### config.mk
export PLATFORM = sky130hd
export DESIGN_NAME = share_unmasker
export DESIGN_NICKNAME = d
export VERILOG_FILES = /design/src/rtl/share_unmasker.sv
export SDC_FILE = /design/constraint.sdc
export NUM_CORES = 1
export LEC_CHECK = 0
export ABC_AREA = 0
export CAP_MARGIN = 20
export CORE_MARGIN = 4
export CORE_UTILIZATION = 44
export CTS_CLUSTER_DIAMETER = 80
export DETAILED_ROUTE_END_ITERATION = 8
export PLACE_DENSITY_LB_ADDON = 0.15
export RECOVER_POWER = 25
export SKIP_LAST_GASP = 1
export SYNTH_ARGS = -nofsm -noshare
export SYNTH_HDL_FRONTEND = slang
export SYNTH_SLANG_ARGS = --single-unit
### constraint.sdc
create_clock -name C -period 2 [get_ports C]
set_input_delay 0.3 -clock C [delete_from_list [all_inputs] [get_ports C]]
set_output_delay 0.3 -clock C [all_outputs]
set_load 0.03 [all_outputs]
### src/rtl/share_unmasker.sv
// Recombines SHARES Boolean shares of a secret into one value by XOR.
// Frames start with an in_first beat; framing violations pulse out_err and are counted.
module share_unmasker #(
    parameter int WIDTH  = 8,
    parameter int SHARES = 3
) (
    input  logic             C,
    input  logic             R,
    input  logic             in_valid,
    output logic             in_ready,
    input  logic [WIDTH-1:0] in_data,
    input  logic             in_first,
    output logic             out_valid,
    input  logic             out_ready,
    output logic [WIDTH-1:0] out_data,
    output logic             out_err,
    output logic [7:0]       err_cnt
);

    localparam int CW = $clog2(SHARES + 1);
    localparam logic [CW-1:0] LAST_CNT = CW'(SHARES - 1);

    typedef enum logic [1:0] {
        IDLE,
        ACCUM,
        HOLD
    } state_t;

    state_t           state_q, state_d;
    logic [WIDTH-1:0] acc_q, acc_d;
    logic [CW-1:0]    cnt_q, cnt_d;
    logic             err_q, err_d;
    logic [7:0]       errCnt_q, errCnt_d;
    logic             accept;
    logic             errEvent;

    // Handshake signals are decoded from the registered state only.
    assign in_ready  = (state_q != HOLD);
    assign out_valid = (state_q == HOLD);
    assign accept    = in_valid && in_ready;

    always_ff @(posedge C) begin
        if (R) begin
            state_q  <= IDLE;
            acc_q    <= '0;
            cnt_q    <= '0;
            err_q    <= 1'b0;
            errCnt_q <= 8'h00;
        end else begin
            state_q  <= state_d;
            acc_q    <= acc_d;
            cnt_q    <= cnt_d;
            err_q    <= err_d;
            errCnt_q <= errCnt_d;
        end
    end

    always_comb begin
        state_d  = state_q;
        acc_d    = acc_q;
        cnt_d    = cnt_q;
        errEvent = 1'b0;
        errCnt_d = errCnt_q;

        case (state_q)
            IDLE: begin
                if (accept) begin
                    if (in_first) begin
                        acc_d   = in_data;
                        cnt_d   = CW'(1);
                        state_d = ACCUM;
                    end else begin
                        errEvent = 1'b1;
                    end
                end
            end
            ACCUM: begin
                if (accept) begin
                    if (in_first) begin
                        // A new frame start abandons the partial frame and restarts it.
                        acc_d    = in_data;
                        cnt_d    = CW'(1);
                        errEvent = 1'b1;
                    end else begin
                        acc_d = acc_q ^ in_data;
                        cnt_d = cnt_q + CW'(1);
                        if (cnt_q == LAST_CNT) begin
                            state_d = HOLD;
                        end
                    end
                end
            end
            HOLD: begin
                if (out_ready) begin
                    state_d = IDLE;
                    cnt_d   = '0;
                end
            end
            default: begin
                state_d = IDLE;
            end
        endcase

        err_d = errEvent;
        if (errEvent && (errCnt_q != 8'hFF)) begin
            errCnt_d = errCnt_q + 8'h01;
        end
    end

    // The accumulator is masked so partial frames never reach the output.
    assign out_data = (state_q == HOLD) ? acc_q : '0;
    assign out_err  = err_q;
    assign err_cnt  = errCnt_q;

endmodule

==> summary.md <==
| Metric | Value |
|---|---|
| Outcome | `finished clean` |
| Top delay family on crit path | `simple AND/OR/NAND/NOR gates` |
| Worst slew margin | `0.745` |
| Initial DRT Pass Iterations | `4` |
| PortBufs | `31` |
| Cell Area, Synth | `0.00127 sq mm` |
| Pleak | `0.636 nW` |
| DP Area | `0.00169 sq mm` |
| Clock net sink count | `21` |
| Min cycle time layout | `slightly below 2000 ps` |
| Via count | `between 1,000 and 1,500` |
| IO Pins | `32` |
| Fin area | `0.00174 sq mm` |
| Hold-critical path depth | `2` |
| Synth async-reset ratio | `0` |
| Hold buffers post-CTS | `0` |
| Switching part of the total power | `0.297` |
| Yosys warns | `0` |
| Largest net degree at the start of global routing | `19` |
| Hold Path Sink | `cnt_q[1]` |
| Final wirelength | `around 3200 um` |
| Die ar. | `0.00380 sq mm` |
| Setup TNS | `0 ps` |
| First-pass GRT wire length | `5120 um` |
| Max IR drop VDD | `0.490 mV` |
| Clock skew | `about 14 ps` |
| Reg2Reg Setup Slack | `approximately 66 ps` |
| Root Buffer | `clkbuf_4` |
| Final setup viols | `0` |
| Switching power | `0.263 mW` |
| Reg area | `423 sq um` |
| Core Region | `0.00276 sq mm` |
| Max-cap violations | `0` |
| CTS tree | `yes` |
| Num CTS Buffers | `3` |
| Worst hold start | `cnt_q[1]` |
| Clock power share | `0.236` |
| GR Util All Layers | `0.178` |
| Mean post-synth cell area | `slightly above 8 sq um` |
| CTS max path bufs | `2` |
| Hpwl dp | `2470 um` |
| Reg-to-Reg End | `err_cnt[5]` |
| H-tree levels | `1` |
| Actual slew at the worst max-slew pin | `between 300 and 400 ps` |
| Die Height | `61.7 um` |
| Initial DRC count | `82` |
| Worst EP required | `2250 ps` |
| Residual DRC | `0` |
| RSZ-0062 raised after global routing | `yes` |
| Sequential-to-total area share from yosys stat | `0.332` |
| Hold Fails Final Rpt | `0` |
| Filler Cell Count | `243` |
| Critical path class | `reg -> reg` |
| Routed Antenna Nets | `0` |
| Setup slack after layout | `66.5 ps` |
| Hold/Removal Path Class | `reg -> reg` |
| Area grow syn2layout | `36.9%` |
| Die X | `61.7 um` |
| Internal cell power | `0.621 mW` |
| Remaining global-route overflow | `0` |
| Post-Syn Nets | `174` |
| Vias in the first global route | `about 1,200` |
| Comb pwr share | `0.237` |
| RePlAce Congestion | `0.899` |
| Starting Density | `0.460` |
| Register bit total from synthesis | `21` |
| Critical R2R Launch | `state_q[1]` |
| Cells after synthesis | `154` |
| Nets | `about 220` |
| CP Data Arrival Time | `2190 ps` |
| Cell with the largest stage delay on the worst path | `or4b_1` |
| Max-slew violation count | `0` |
| Share of cells above drive strength 1 | `0.168` |
| Pre-CTS WS | `-83.3 ps` |
| Predominant post-synthesis flop cell | `dfxtp_1` |
| Wire per inst | `14.3 um` |
| Netlist cell types | `41` |
| Sequential share of power | `0.526` |
| Clk_lat worst skew | `310 ps` |
| Cells on worst reg2reg path | `6` |
| Largest area contributor in the netlist | `dfxtp_1` |
| Max Fclk | `517 MHz` |
| Crit. End Element | `flip-flop` |
| Routed vias/inst | `approximately 5.7` |
| Post-CTS setup buffers | `0` |
| Worst Path Buf+Inv | `1` |
| Initial antenna violation count | `0` |
| Post-synth EDFFs | `0` |
| Multi-input gate area | `828 sq um` |
| Clock-pin slew on the worst setup and hold paths | `between 100 and 150 ps` |
| CP peak stage delay | `540 ps` |
| Startpoint Class | `flip-flop` |
| Row count | `19` |
| Worst-path cell chain | `inv_1, ha_1, xor2_1, or3_4, or4b_1, a21oi_2` |
| Crit Path Max Fanout | `4` |
| Synth top area cells | `dfxtp_1 (33%), mux2i_1 (7.1%), ha_1 (6.9%), o211ai_1 (4.7%), o21ai_0 (4.3%)` |
| Antenna diodes | `0` |
| Tcrit/Tclk final | `0.967` |
| Synth top area share | `0.332` |
| Pwr per Cell Area | `509 mW/mm^2` |
-- worst reg2reg max path: stages, from the launching register on --
cell and delay (ps):
dfxtp_2 360, inv_1 90, ha_1 220, xor2_1 190, or3_4 350, or4b_1 540
a21oi_2 160
-- worst max-delay path by stage --
stage                     cells after the start          end        from
after floorplan                               7   err_cnt[5]  state_q[0]
final                                         6   err_cnt[5]  state_q[1]
after global placement                        6   err_cnt[5]    in_valid
after detailed placement                      6   err_cnt[5]    in_valid
after global routing                          6   err_cnt[5]  state_q[1]
after CTS                                     4  out_data[7]  state_q[0]
-- cell usage in the layout (no fill, tap or decap), drive strengths merged, types with 2 or more instances in the layout --
master,count
clkbuf,3
o21a,2
clkinv,2
mux2i,9
nand3,6
ha,7
inv,6
nand2,11
o211ai,8
and2,8
nor4,2
or3,2
buf,20
nand2b,4
nor3,4
a21oi,4
clkdlybuf4s50,21
o21ai,12
dfxtp,21
a31oi,2
nor2,14
nor4b,2
o2111ai,2
nand4,2
o32ai,2
a41oi,2
or4b,2
-- routing by layer --
metal	track usage	vias to the layer above	part of all wire
met1	0.194	620	0.42
met2	0.332	21	0.54
met3	0.0482	2	0.041
li1	-	653	-
met4	0.0515	0	0.0052
met5	0	-	0
-- power by group through the flow --
| stage | clock, mW | sequential [mW] | combinational [mW] |
|---|---|---|---|
| CTS | 0.215 | 0.464 | 0.207 |
| floorplan | 0 | 0.479 | 0.112 |
| global route | 0.233 | 0.469 | 0.231 |
| finish | 0.209 | 0.465 | 0.209 |
| global placement | 0 | 0.472 | 0.198 |
| detailed placement | 0 | 0.474 | 0.205 |
-- synth_stat cells, types with 2 or more instances --
cell type	n
dfxtp_1	21
nor2_1	14
nand2_1	11
o21ai_0	11
mux2i_1	9
and2_1	8
o211ai_1	8
ha_1	7
inv_1	6
nand3_1	6
clkbuf_1	5
a21oi_1	4
nor3_1	4
nand2b_1	3
a31oi_1	2
a41oi_1	2
nand4_1	2
nor4_1	2
nor4b_1	2
o2111ai_1	2
o21a_1	2
o32ai_1	2
or3_1	2
or4b_1	2
-- layout make-up --
class / instances / area share
tap: 31 / 0.0224
clock inverter: 1 / 0.00288
sequential: 21 / 0.244
inverter: 7 / 0.0151
multi-input combinational: 120 / 0.477
timing repair buffer: 44 / 0.226
clock buffer: 3 / 0.0130
-- logic make-up (layout without fill, tap and decap cells) --
kind of cell    count (synthesis)  count (layout)  share of synthesized area
simple gates                   62              62                      0.266
compound gates                 41              41                      0.216
flops                          21              21                      0.332
buf+inv                        13              55                     0.0395
mux                             9               9                     0.0711
fa+ha+maj                       7               7                     0.0691
xor+xnor                        1               1                    0.00691
-- state kept, by name (all words and copies together), names as in the netlist --
register,cells
acc_q,8
err_cnt,8
cnt_q,2
state_q,2
out_err,1
-- per-stage QoR --
stage               cells  hold slack [ps]  utilization  power [mW]
floorplan             154              418            -       0.590
global placement      223              468        0.611       0.670
detailed placement    223              487        0.611       0.679
CTS                   227              502        0.620       0.886
global route          227              518        0.629       0.933
finish                227              495        0.629       0.884
-- timing repair --
| action | in CTS | in global routing |
|---|---|---|
| resized for setup | 2 | 9 |
| endpoints found under the hold margin | 0 | 0 |
| endpoints found under the setup margin | 2 | 13 |
| gates cloned | 0 | 0 |
Power figures use the tool's default switching activity.
